`config.mk`:
```
export PLATFORM = sky130hd
export DESIGN_NAME = div_arbiter
export DESIGN_NICKNAME = d
export VERILOG_FILES = /design/src/rtl/div_arbiter.sv
export SDC_FILE = /design/constraint.sdc
export NUM_CORES = 1
export LEC_CHECK = 0
export ABC_AREA = 1
export CORE_MARGIN = 2
export CORE_UTILIZATION = 25
export DETAILED_ROUTE_END_ITERATION = 8
export GPL_ROUTABILITY_DRIVEN = 0
export GPL_TIMING_DRIVEN = 0
export PLACE_DENSITY = 0.68
export SLEW_MARGIN = 40
export SYNTH_ARGS = -nofsm -noshare
export SYNTH_HDL_FRONTEND = slang
export SYNTH_SLANG_ARGS = --single-unit
```
`constraint.sdc`:
```
create_clock -name clk -period 1.6 [get_ports clk]
set_clock_uncertainty 0.05 [all_clocks]
set_input_delay 0.32 -clock clk [delete_from_list [all_inputs] [get_ports clk]]
set_output_delay 0.32 -clock clk [all_outputs]
set_load 0.005 [all_outputs]
```
`src/rtl/div_arbiter.sv`:
```
// div_arbiter: round-robin share of one iterative 32-bit divider among NREQ requesters,
// with divide-by-zero flag and a watchdog that forces an error response.
module div_arbiter #(
    parameter int NREQ    = 2,
    parameter int IDW     = (NREQ > 1) ? $clog2(NREQ) : 1,
    parameter int TIMEOUT = 64
) (
    input  logic                 clk,
    input  logic                 rst,
    input  logic [NREQ-1:0]      req_valid,
    output logic [NREQ-1:0]      req_ready,
    input  logic [32*NREQ-1:0]   req_dividend,
    input  logic [32*NREQ-1:0]   req_divisor,
    output logic                 rsp_valid,
    input  logic                 rsp_ready,
    output logic [IDW-1:0]       rsp_id,
    output logic [31:0]          rsp_quotient,
    output logic [31:0]          rsp_remainder,
    output logic                 rsp_divzero,
    output logic                 rsp_err,
    output logic                 div_start,
    output logic [31:0]          div_dividend,
    output logic [31:0]          div_divisor,
    input  logic [31:0]          div_quotient,
    input  logic [31:0]          div_remainder,
    input  logic                 div_finish,
    output logic                 busy
);
    localparam int WDW = $clog2(TIMEOUT + 1);

    typedef enum logic [1:0] {S_IDLE, S_ISSUE, S_WAIT, S_RESP} state_t;

    state_t          r_state, w_state_nxt;
    logic [IDW-1:0]  r_rr_ptr, r_id, w_grant, w_ptr_nxt;
    logic [WDW-1:0]  r_wdog;
    logic [31:0]     r_dividend, r_divisor, r_quotient, r_remainder;
    logic            r_rsp_valid, r_divzero, r_err;
    logic            w_found, w_accept, w_timeout, w_done;
    logic [IDW:0]    w_idx;
    logic [31:0]     w_dvd [NREQ];
    logic [31:0]     w_dvs [NREQ];

    for (genvar g = 0; g < NREQ; g++) begin : g_unpack
        assign w_dvd[g] = req_dividend[32*g +: 32];
        assign w_dvs[g] = req_divisor[32*g +: 32];
    end

    // Scan starts at rr_ptr and wraps; the sum fits in IDW+1 bits before the wrap.
    always_comb begin
        w_found = 1'b0;
        w_grant = '0;
        w_idx   = '0;
        for (int k = 0; k < NREQ; k++) begin
            w_idx = {1'b0, r_rr_ptr} + (IDW+1)'(k);
            if (w_idx >= (IDW+1)'(NREQ)) w_idx = w_idx - (IDW+1)'(NREQ);
            if (!w_found && req_valid[w_idx[IDW-1:0]]) begin
                w_found = 1'b1;
                w_grant = w_idx[IDW-1:0];
            end
        end
    end

    assign w_accept  = rst && r_state == S_IDLE && w_found;
    assign req_ready = w_accept ? NREQ'(1) << w_grant : '0;
    assign w_ptr_nxt = (w_grant == IDW'(NREQ - 1)) ? '0 : w_grant + 1'b1;
    assign w_timeout = r_wdog == WDW'(TIMEOUT - 1);
    assign w_done    = r_state == S_WAIT && (div_finish || w_timeout);

    always_comb begin
        w_state_nxt = (r_state == S_IDLE && w_accept)  ? S_ISSUE :
                      (r_state == S_ISSUE)             ? S_WAIT  :
                      w_done                           ? S_RESP  :
                      (r_state == S_RESP && rsp_ready) ? S_IDLE  : r_state;
    end

    always_ff @(posedge clk or negedge rst) begin
        if (!rst) r_state <= S_IDLE;
        else      r_state <= w_state_nxt;
    end

    always_ff @(posedge clk or negedge rst) begin
        if (!rst) begin
            r_rr_ptr    <= '0;
            r_id        <= '0;
            r_dividend  <= '0;
            r_divisor   <= '0;
            r_wdog      <= '0;
            r_rsp_valid <= 1'b0;
            r_quotient  <= '0;
            r_remainder <= '0;
            r_divzero   <= 1'b0;
            r_err       <= 1'b0;
        end else begin
            if (w_accept) begin
                r_dividend <= w_dvd[w_grant];
                r_divisor  <= w_dvs[w_grant];
                r_id       <= w_grant;
                r_rr_ptr   <= w_ptr_nxt;
            end
            if (r_state == S_ISSUE) r_wdog <= '0;
            else if (r_state == S_WAIT && !div_finish) r_wdog <= r_wdog + 1'b1;
            // A real finish wins over a watchdog expiring in the same cycle.
            if (w_done) begin
                r_rsp_valid <= 1'b1;
                r_quotient  <= div_finish ? div_quotient : '0;
                r_remainder <= div_finish ? div_remainder : '0;
                r_divzero   <= div_finish && r_divisor == '0;
                r_err       <= !div_finish;
            end else if (r_state == S_RESP && rsp_ready) begin
                r_rsp_valid <= 1'b0;
            end
        end
    end

    assign rsp_valid     = r_rsp_valid;
    assign rsp_id        = r_id;
    assign rsp_quotient  = r_quotient;
    assign rsp_remainder = r_remainder;
    assign rsp_divzero   = r_divzero;
    assign rsp_err       = r_err;
    assign div_start     = r_state == S_ISSUE;
    assign div_dividend  = r_dividend;
    assign div_divisor   = r_divisor;
    assign busy          = r_state != S_IDLE;
endmodule

```
Word-level counts from Yosys, hierarchy flattened
Index checks and enable logic that the tools add are counted.
{"block": "classes", "n_addsub": 5, "order_cmp": 5, "eq_ne": 4, "n_shift": 1, "n_mux": 28, "bitwise": 1, "n_reduce_logical": 17}
{"op": "$mux 32", "n": 8}
{"op": "$logic_not 32->1", "n": 1}
{"op": "$mux 7", "n": 2}
{"op": "$mux 1", "n": 13}
{"op": "$mux 2", "n": 5}
{"op": "$logic_and 1x1->1", "n": 8}
{"op": "$add 7x1->7 const B", "n": 1}
{"op": "$eq 7x6->1 const B", "n": 1}
{"op": "$reduce_bool 2->1", "n": 3}
{"op": "$eq 2x2->1 const B", "n": 2}
{"op": "$ge 2x2->1 const B", "n": 2}
{"op": "$lt 1x2->1 const B", "n": 2}
{"op": "$reduce_bool 4->1", "n": 1}
{"op": "$add 1x1->2 const B", "n": 1}
{"op": "$eq 2x1->1 const B", "n": 1}
{"op": "$ge 1x2->1 const B", "n": 1}
{"op": "$logic_not 1->1", "n": 2}
{"op": "$logic_not 2->1", "n": 1}
{"op": "$not 1->2", "n": 1}
{"op": "$shl 1x1->2 const A", "n": 1}
{"op": "$sub 1x1->1 const B", "n": 2}
{"op": "$add 1x1->1 const B", "n": 1}
{"op": "$logic_or 1x1->1", "n": 1}
{"block": "word_totals", "ff_bits": 142, "input_bits": 198, "output_inout_bits": 136, "wordCells": 72}

Logic depth before layout (Yosys ltp)
Gate-level depths: netlist of run 1.
{"block": "depth", "depth_word": 12, "ltp_mapped": 10, "depth_no_buf": 8}

Worst setup path before layout of run 1
OpenSTA, ideal clock, no wires.
{"block": "synth_path", "path_kind": "flip-flop to flip-flop", "startpoint": "register r_wdog[0]", "endpoint": "register r_quotient[10], in the netlist rsp_quotient[10]", "setup_ps": 116, "arrival_ps": 1275, "required_ps": 1434, "slack_ps": 158, "stages_incl_launch_ff": 11, "path_buffers": 2, "period_less_slack_ps": 1442, "path_cell_list": "dfrtp_1 ha_1 nand3_2 inv_2 nand3_2 nand2_1 inv_2 buf_6 buf_6 nand2_1 nand2_1"}
{"block": "synth_via", "elab_chain_len": 3}
{"element": "start, declared", "line": "35", "source": "logic [WDW-1:0] r_wdog;"}
{"element": "start signal, assigned", "line": "101", "source": "else if (r_state == S_WAIT && !div_finish) r_wdog <= r_wdog + 1'b1;"}
{"element": "$eq 7x6->1", "line": "66", "source": "assign w_timeout = r_wdog == WDW'(TIMEOUT - 1);"}
{"element": "$logic_or 1x1->1", "line": "67", "source": "assign w_done = r_state == S_WAIT && (div_finish || w_timeout);"}
{"element": "$logic_and 1x1->1", "line": "67"}
{"element": "end signal, assigned", "line": "105", "source": "r_quotient <= div_finish ? div_quotient : '0;"}
{"element": "end, declared", "line": "36", "source": "logic [31:0] r_dividend, r_divisor, r_quotient, r_remainder;"}
Every way passes these cells.
A chain may end at the register's enable or synchronous reset.

Worst setup path after layout of run 1
{"block": "layout_path", "startpoint": "register r_state[0]", "endpoint": "output port req_ready[0]"}
{"block": "layout_via", "elab_chain_len": 4}
{"element": "start, declared", "line": "33", "source": "state_t r_state, w_state_nxt;"}
{"element": "start signal, assigned", "line": "78", "source": "else r_state <= w_state_nxt;"}
{"element": "$logic_not 2->1", "line": "63", "source": "assign w_accept = rst && r_state == S_IDLE && w_found;"}
{"element": "$logic_and 1x1->1 (2 in series)", "line": "63"}
{"element": "$mux 2", "line": "64", "source": "assign req_ready = w_accept ? NREQ'(1) << w_grant : '0;"}
{"element": "end, declared", "line": "11", "source": "output logic [NREQ-1:0] req_ready,"}
Every way passes these cells.

==> results of run 1 <==
[cells in the final DEF (no fill, tap or decap), types with 5 or more instances in the layout]
cell type | synthesis | routed
sky130_fd_sc_hd__nand2_1 | 399 | 351
sky130_fd_sc_hd__clkdlybuf4s50_1 | 0 | 196
sky130_fd_sc_hd__dfrtp_1 | 142 | 141
sky130_fd_sc_hd__dlygate4sd2_1 | 0 | 132
sky130_fd_sc_hd__nand3_1 | 77 | 76
sky130_fd_sc_hd__buf_4 | 7 | 41
sky130_fd_sc_hd__nand2_2 | 1 | 33
sky130_fd_sc_hd__clkbuf_16 | 0 | 22
sky130_fd_sc_hd__buf_6 | 10 | 20
sky130_fd_sc_hd__nor2_1 | 21 | 19
sky130_fd_sc_hd__nand2_4 | 0 | 15
sky130_fd_sc_hd__inv_1 | 15 | 12
sky130_fd_sc_hd__inv_6 | 0 | 8
sky130_fd_sc_hd__buf_8 | 0 | 7
sky130_fd_sc_hd__inv_2 | 6 | 6
sky130_fd_sc_hd__buf_12 | 0 | 5
[registers in the layout, indices dropped and copies added, names as in the netlist]
name           flops
r_rr_ptr           1
rsp_divzero        1
div_dividend      32
div_divisor       32
rsp_err            1
r_wdog             7
rsp_quotient      32
rsp_valid          1
rsp_remainder     32
r_state            2
rsp_id             1
[cell type report]
cell class | instances | share of cell area [%]
flip-flops and latches | 142 | 31.8
clock buffers | 18 | 3.93
plain buffers | 32 | 3.46
multi-input cells | 524 | 21.7
repair buffers | 380 | 32.9
inverters | 21 | 0.795
clock inverters | 13 | 1.78
well taps | 319 | 3.57
[worst min path at each step]
stage | startpoint | endpoint | slack (ns)
5_1_grt | rst | rsp_quotient[21] | -0.37
6_report | rst | rsp_quotient[21] | -0.35
2_1_floorplan | rst | div_dividend[0] | -0.03
3_5_place_dp | rst | rsp_quotient[20] | 0.08
4_1_cts | rst | rsp_quotient[21] | -0.37
3_3_place_gp | rsp_remainder[23] | rsp_remainder[23] | 0.40
[kinds of logic after synthesis]
group / synth area share, %
AOI/OAI and AO/OA: 1.14
and+or+nand+nor: 34.1
xor gates and xnor gates: 0.290
buffers and inverters: 5.43
DFF: 58.9
adders and majority gates: 0.207
[report_power, final]
| group | leakage, nW | internal [mW] | switching (mW) | total [mW] |
|---|---|---|---|---|
| clock | 0.313 | 2.69 | 1.68 | 4.37 |
| sequential | 1.77 | 5.21 | 1.08 | 6.29 |
| combinational | 3.48 | 4.14 | 3.54 | 7.68 |
| total | 5.56 | 12.0 | 6.30 | 18.3 |
[layer usage]
| metal | part of all wire (%) | track usage [%] | vias up | wire [um] |
|---|---|---|---|---|
| li1 | - | - | 3060 | - |
| met1 | 39 | 21.1 | 2895 | 9320 |
| met2 | 50 | 31.3 | 302 | 11800 |
| met3 | 8.2 | 5.83 | 31 | 1930 |
| met4 | 2.4 | 5.74 | 0 | 555 |
| met5 | 0 | 0 | - | 0 |
[what timing repair did]
item                                    in CTS  in global routing
gates resized for setup                    178                118
cloned                                       0                  5
setup buffers                               33                 13
endpoints found under the setup margin     250                106
pin swaps                                    4                 14
endpoints found under the hold margin      142                142
==> impl_metrics.prom, run 1 <==
# TYPE chip_impl_metric gauge
chip_impl_metric{name="final-instance-count-excl-fill",unit=""} 1449
chip_impl_metric{name="finalCritPeriodShare",unit="%"} 115
chip_impl_metric{name="drt-wirelength-per-cell",unit="um"} 16.3
chip_impl_metric{name="drt-total-wl",unit="mm"} 23.6
chip_impl_info{name="worst_r2r_startpoint",value="r_state[1]"} 1
chip_impl_metric{name="fin_nets",unit=""} 1317
chip_impl_metric{name="area.sequential",unit="um^2"} 3550
chip_impl_info{name="post_synth_most_frequent_cells",value="sky130_fd_sc_hd__nand2_1, sky130_fd_sc_hd__dfrtp_1, sky130_fd_sc_hd__nand3_1"} 1
chip_impl_metric{name="ys_seq_area_share",unit="%"} 58.9
chip_impl_metric{name="yosys.area.top_type_share",unit="%"} 58.9
chip_impl_info{name="synth_area_leader_cell",value="sky130_fd_sc_hd__dfrtp_1"} 1
chip_impl_metric{name="pre_cts_slack",unit="ns"} -1.07
chip_impl_info{name="worst_setup_path_startpoint",value="r_state[0]"} 1
chip_impl_metric{name="syn2layout_area_growth",unit="%"} 85.0
chip_impl_info{name="path_class",value="flip-flop to primary output"} 1
chip_impl_metric{name="antenna_diode_count",unit=""} 0
chip_impl_metric{name="total_power",unit="mW"} 18.3
chip_impl_info{name="cp_cell_sequence",value="inv_2, nand3_4, nor2_4, nand2_2, inv_2, buf_12, buf_6"} 1
chip_impl_metric{name="maxSlewViolCount",unit=""} 0
chip_impl_metric{name="start_util",unit="%"} 25.6
chip_impl_metric{name="grt_max_degree",unit=""} 69
chip_impl_metric{name="std_cell_rows",unit=""} 56
chip_impl_metric{name="setup_tns",unit="ns"} -1.42
chip_impl_metric{name="hpwlAfterDp",unit="mm"} 17.2
chip_impl_metric{name="clock_tree.htree_level_count",unit=""} 4
chip_impl_metric{name="die_w",unit="um"} 159
chip_impl_info{name="crit_path_top_delay_cell",value="sky130_fd_sc_hd__dfrtp_1"} 1
chip_impl_metric{name="clockBufferDepth",unit=""} 2
chip_impl_metric{name="synth_enable_flop_cells",unit=""} 0
chip_impl_metric{name="place_inst",unit=""} 1375
chip_impl_metric{name="route.antenna.remaining_nets",unit=""} 0
chip_impl_metric{name="worstSetupPathDepth",unit=""} 7
chip_impl_info{name="yosys-top-cells-area",value="sky130_fd_sc_hd__dfrtp_1, sky130_fd_sc_hd__nand2_1, sky130_fd_sc_hd__nand3_1"} 1
chip_impl_metric{name="number_of_different_library_cells_in_the_post_synthesis_netlist",unit=""} 26
chip_impl_metric{name="synth.ff_latch_count",unit=""} 142
chip_impl_metric{name="yosysWarnings",unit=""} 0
chip_impl_metric{name="core_area",unit="um^2"} 23600
chip_impl_metric{name="crit_buf_inv",unit=""} 4
chip_impl_metric{name="global_route.usage.total",unit="%"} 18.0
chip_impl_metric{name="cpPeakStageDelay",unit="ns"} 0.39
chip_impl_metric{name="power_leakage",unit="nW"} 5.56
chip_impl_metric{name="clk_pin_slew",unit="ns"} 0.06
chip_impl_metric{name="setup_viol",unit=""} 37
chip_impl_metric{name="syn_area_per_cell",unit="um^2"} 8.37
chip_impl_metric{name="place_area",unit="um^2"} 9830
chip_impl_info{name="yosys.cell_count.top_type",value="sky130_fd_sc_hd__nand2_1"} 1
chip_impl_metric{name="finalWorstPathRequiredPeriod",unit="ns"} 1.84
chip_impl_metric{name="io_pins",unit=""} 334
chip_impl_metric{name="die_area",unit="um^2"} 25400
chip_impl_info{name="cp_common_cell",value="sky130_fd_sc_hd__inv_2"} 1
chip_impl_metric{name="timing_hold_violations_final",unit=""} 142
chip_impl_info{name="worst_r2r_endpoint",value="rsp_quotient[3]"} 1
chip_impl_metric{name="gr_overflow_total",unit=""} 0
chip_impl_metric{name="ff2ff_setup_slack",unit="ns"} -0.06
chip_impl_metric{name="worst_slack",unit="ns"} -0.235
chip_impl_metric{name="filler_cell_count",unit=""} 2293
chip_impl_metric{name="grt_pass1_vias",unit=""} 6242
chip_impl_metric{name="port-buffer-count",unit=""} 333
chip_impl_metric{name="power.density",unit="nW/um^2"} 1640
chip_impl_info{name="tritoncts_clock_tree",value="done"} 1
chip_impl_metric{name="multi_input_gate_area_in_the_final_layout",unit="um^2"} 2420
chip_impl_metric{name="total_nets_after_synthesis",unit=""} 920
chip_impl_metric{name="drt_first_iter_violations",unit=""} 289
chip_impl_metric{name="number_of_clock_sinks_seen_by_cts",unit=""} 142
chip_impl_info{name="status",value="complete, but fails checks"} 1
chip_impl_metric{name="insertion_delay",unit="ns"} 0.41
chip_impl_metric{name="dieHeight",unit="um"} 159
chip_impl_metric{name="synthesis.area",unit="um^2"} 6040
chip_impl_metric{name="vias_after_detailed_routing",unit=""} 6288
chip_impl_info{name="critical_path.startpoint_type",value="flip-flop"} 1
chip_impl_info{name="grt_setup_unrepaired",value="true"} 1
chip_impl_metric{name="drcViolationCount",unit=""} 0
chip_impl_info{name="timing.critical_path.to",value="req_ready[0]"} 1
chip_impl_metric{name="fin_area",unit="um^2"} 11200
chip_impl_info{name="dominantRegCellSynth",value="sky130_fd_sc_hd__dfrtp_1"} 1
chip_impl_metric{name="cp_data_arrival_time",unit="ns"} 1.47
chip_impl_info{name="critical_path.endpoint_type",value="primary output"} 1
chip_impl_metric{name="number_of_cts_inserted_buffers",unit=""} 17
chip_impl_metric{name="slew_headroom",unit="%"} 75.5
chip_impl_info{name="min_path_type",value="input port to asynchronous set/reset pin"} 1
chip_impl_metric{name="drt_first_pass_iters",unit=""} 4
chip_impl_metric{name="grt_pass1_wl",unit="mm"} 35.3
chip_impl_metric{name="vias_per_cell",unit=""} 4.34
chip_impl_metric{name="fmaxAchievable",unit="MHz"} 545
chip_impl_metric{name="ir_worst_vdd",unit="mV"} 0.564
chip_impl_metric{name="r2r.worst_path.cells",unit=""} 11
chip_impl_info{name="timing.critical_path.max_delay_family",value="flip-flops"} 1
chip_impl_metric{name="drive_above_1_share",unit="%"} 16.5
chip_impl_info{name="violations",value="negative hold slack, negative setup slack"} 1
chip_impl_metric{name="antenna_found_initial",unit=""} 0
chip_impl_metric{name="postSynthCellCount",unit=""} 721
chip_impl_metric{name="synth-async-reset-ratio",unit="%"} 100
chip_impl_metric{name="finalCoreUtilization",unit="%"} 47.3
chip_impl_metric{name="timing.critical_path.required",unit="ns"} 1.23
chip_impl_metric{name="worst_slew_pin_slew",unit="ns"} 0.367
chip_impl_metric{name="whs",unit="ns"} -0.351
chip_impl_metric{name="max_cap_viol_count",unit=""} 0
chip_impl_metric{name="crit_fanout",unit=""} 2
chip_impl_info{name="root_buffer",value="sky130_fd_sc_hd__clkbuf_16"} 1
Power figures use the tool's default switching activity.
==> run 2, diff against run 1 <==
PLACE_DENSITY = 0.7   (was 0.68)
clock period = 1.68 ns   (was 1.6 ns; I/O delays follow)
==> impl_metrics.prom, run 2 (synthesis gave the netlist of run 1 again) <==
# TYPE chip_impl_metric gauge
chip_impl_metric{name="global_route.usage.total",unit="%"} 18.1
chip_impl_metric{name="ir_worst_vdd",unit="mV"} 0.592
chip_impl_metric{name="clock_tree.htree_level_count",unit=""} 4
chip_impl_metric{name="hpwlAfterDp",unit="mm"} 17.1
chip_impl_metric{name="fmaxAchievable",unit="MHz"} 542
chip_impl_metric{name="dieHeight",unit="um"} 159
chip_impl_metric{name="finalWorstPathRequiredPeriod",unit="ns"} 1.84
chip_impl_metric{name="drcViolationCount",unit=""} 0
chip_impl_metric{name="gr_overflow_total",unit=""} 0
chip_impl_info{name="grt_setup_unrepaired",value="true"} 1
chip_impl_metric{name="insertion_delay",unit="ns"} 0.42
chip_impl_metric{name="drt_first_iter_violations",unit=""} 363
chip_impl_metric{name="worst_slew_pin_slew",unit="ns"} 0.402
chip_impl_metric{name="number_of_clock_sinks_seen_by_cts",unit=""} 142
chip_impl_metric{name="max_cap_viol_count",unit=""} 0
chip_impl_metric{name="fin_nets",unit=""} 1316
chip_impl_metric{name="crit_fanout",unit=""} 2
chip_impl_metric{name="worst_slack",unit="ns"} -0.165
chip_impl_metric{name="die_area",unit="um^2"} 25400
chip_impl_metric{name="final-instance-count-excl-fill",unit=""} 1449
chip_impl_info{name="timing.critical_path.to",value="req_ready[0]"} 1
chip_impl_metric{name="port-buffer-count",unit=""} 333
chip_impl_metric{name="grt_pass1_wl",unit="mm"} 35.9
chip_impl_metric{name="clockBufferDepth",unit=""} 2
chip_impl_metric{name="die_w",unit="um"} 159
chip_impl_metric{name="ff2ff_setup_slack",unit="ns"} 0.09
chip_impl_metric{name="place_inst",unit=""} 1375
chip_impl_info{name="path_class",value="flip-flop to primary output"} 1
chip_impl_metric{name="syn2layout_area_growth",unit="%"} 80.0
chip_impl_info{name="violations",value="negative hold slack, negative setup slack"} 1
chip_impl_metric{name="setup_viol",unit=""} 2
chip_impl_metric{name="drt_first_pass_iters",unit=""} 4
chip_impl_metric{name="number_of_cts_inserted_buffers",unit=""} 17
chip_impl_info{name="critical_path.endpoint_type",value="primary output"} 1
chip_impl_metric{name="drt-total-wl",unit="mm"} 23.0
chip_impl_metric{name="vias_after_detailed_routing",unit=""} 6324
chip_impl_metric{name="cp_data_arrival_time",unit="ns"} 1.46
chip_impl_metric{name="grt_pass1_vias",unit=""} 6424
chip_impl_metric{name="setup_tns",unit="ns"} -0.205
chip_impl_metric{name="r2r.worst_path.cells",unit=""} 10
chip_impl_info{name="tritoncts_clock_tree",value="done"} 1
chip_impl_metric{name="clk_pin_slew",unit="ns"} 0.07
chip_impl_metric{name="whs",unit="ns"} -0.355
chip_impl_metric{name="power.density",unit="nW/um^2"} 1550
chip_impl_metric{name="start_util",unit="%"} 25.6
chip_impl_metric{name="timing.critical_path.required",unit="ns"} 1.29
chip_impl_metric{name="power_leakage",unit="nW"} 5.70
chip_impl_metric{name="grt_max_degree",unit=""} 72
chip_impl_info{name="critical_path.startpoint_type",value="flip-flop"} 1
chip_impl_info{name="layout_common_cells",value="sky130_fd_sc_hd__nand2_1, sky130_fd_sc_hd__clkdlybuf4s50_1, sky130_fd_sc_hd__dfrtp_1"} 1
chip_impl_info{name="root_buffer",value="sky130_fd_sc_hd__clkbuf_16"} 1
chip_impl_metric{name="fin_area",unit="um^2"} 10900
chip_impl_metric{name="place_area",unit="um^2"} 9830
chip_impl_metric{name="slew_headroom",unit="%"} 73.2
chip_impl_info{name="worst_r2r_endpoint",value="rsp_quotient[3]"} 1
chip_impl_info{name="worst_r2r_startpoint",value="r_wdog[1]"} 1
chip_impl_metric{name="route.antenna.remaining_nets",unit=""} 0
chip_impl_metric{name="drt-wirelength-per-cell",unit="um"} 15.9
chip_impl_info{name="status",value="complete, but fails checks"} 1
chip_impl_metric{name="drive_above_1_share",unit="%"} 12.3
chip_impl_metric{name="std_cell_rows",unit=""} 56
chip_impl_metric{name="core_area",unit="um^2"} 23600
chip_impl_info{name="worst_setup_path_startpoint",value="r_state[1]"} 1
chip_impl_metric{name="finalCritPeriodShare",unit="%"} 110
chip_impl_metric{name="antenna_diode_count",unit=""} 0
chip_impl_metric{name="maxSlewViolCount",unit=""} 0
chip_impl_metric{name="io_pins",unit=""} 334
chip_impl_metric{name="antenna_found_initial",unit=""} 0
chip_impl_info{name="min_path_type",value="input port to asynchronous set/reset pin"} 1
chip_impl_info{name="mostFrequentLayoutCell",value="sky130_fd_sc_hd__nand2_1"} 1
chip_impl_metric{name="vias_per_cell",unit=""} 4.36
chip_impl_metric{name="timing_hold_violations_final",unit=""} 71
## run 2: cell types whose count changed in the layout (fill, tap and decap cells not counted), moves of 13 or more
| cell | change |
|---|---|
| sky130_fd_sc_hd__dlygate4sd2_1 | -39 |
| sky130_fd_sc_hd__buf_2 | +13 |
| sky130_fd_sc_hd__dlymetal6s2s_1 | +31 |
| sky130_fd_sc_hd__nand2_4 | -13 |
| sky130_fd_sc_hd__nand2_1 | +43 |
| sky130_fd_sc_hd__nand2_2 | -29 |
## run 2: worst min path at each step
stage                 startpoint           endpoint  slack, ns  cells past startpoint
6_report                     rst   rsp_quotient[10]      -0.36                      1
4_1_cts                      rst  rsp_remainder[31]      -0.38                      1
3_5_place_dp                 rst   rsp_quotient[17]       0.08                      1
3_3_place_gp   rsp_remainder[24]  rsp_remainder[24]       0.40                      2
5_1_grt                      rst   rsp_quotient[10]      -0.38                      1
2_1_floorplan                rst    div_dividend[0]      -0.01                      0
## run 2: metrics by stage
stage | power [mW] | setup slack, ns | util, %
detailed placement | 12.9 | -0.987 | 41.6
global route | 18.0 | -0.231 | 46.0
finish | 16.8 | -0.165 | 46.0
floorplan | 8.32 | 0.238 | -
global placement | 12.7 | -6.60 | 41.4
CTS | 17.0 | -0.189 | 45.2
## run 2: where the power goes
part	switching, mW	total (mW)	internal, mW
sequential	0.873	5.84	4.96
clock	1.65	4.11	2.46
combinational	3.18	6.87	3.69
total	5.70	16.8	11.1
## run 2: cell type report
class / instances / area [um^2]
Inverter: 21 / 81.3
Tap cell: 319 / 399
Clock inverter: 13 / 178
Buffer: 34 / 293
Fill cell: 2288 / 12800
Sequential cell: 142 / 3560
Clock buffer: 19 / 453
Multi-Input combinational cell: 524 / 2220
Timing Repair Buffer: 377 / 3690
## run 2: routing by layer
metal  share of wire [%]  global-route usage [%]
met5                   0                       0
met3                 7.9                    5.37
met4                 2.6                    6.57
met1                  42                    22.1
met2                  47                    30.3
## run 2: critical path, cell delays in order, from the launching register on
cell and delay [ns]:
sky130_fd_sc_hd__dfrtp_1 0.39, sky130_fd_sc_hd__inv_2 0.09, sky130_fd_sc_hd__nand3_4 0.10, sky130_fd_sc_hd__nor2_4 0.12, sky130_fd_sc_hd__nand2_2 0.06, sky130_fd_sc_hd__inv_2 0.08
sky130_fd_sc_hd__buf_12 0.11, sky130_fd_sc_hd__buf_6 0.09
## run 2: timing repair
item	4_1_cts	5_1_grt
setup buffers	35	8
cloned	0	1
hold endpoints to repair	71	71
pin swaps	4	5
endpoints found under the setup margin	159	111
resized for setup	135	41
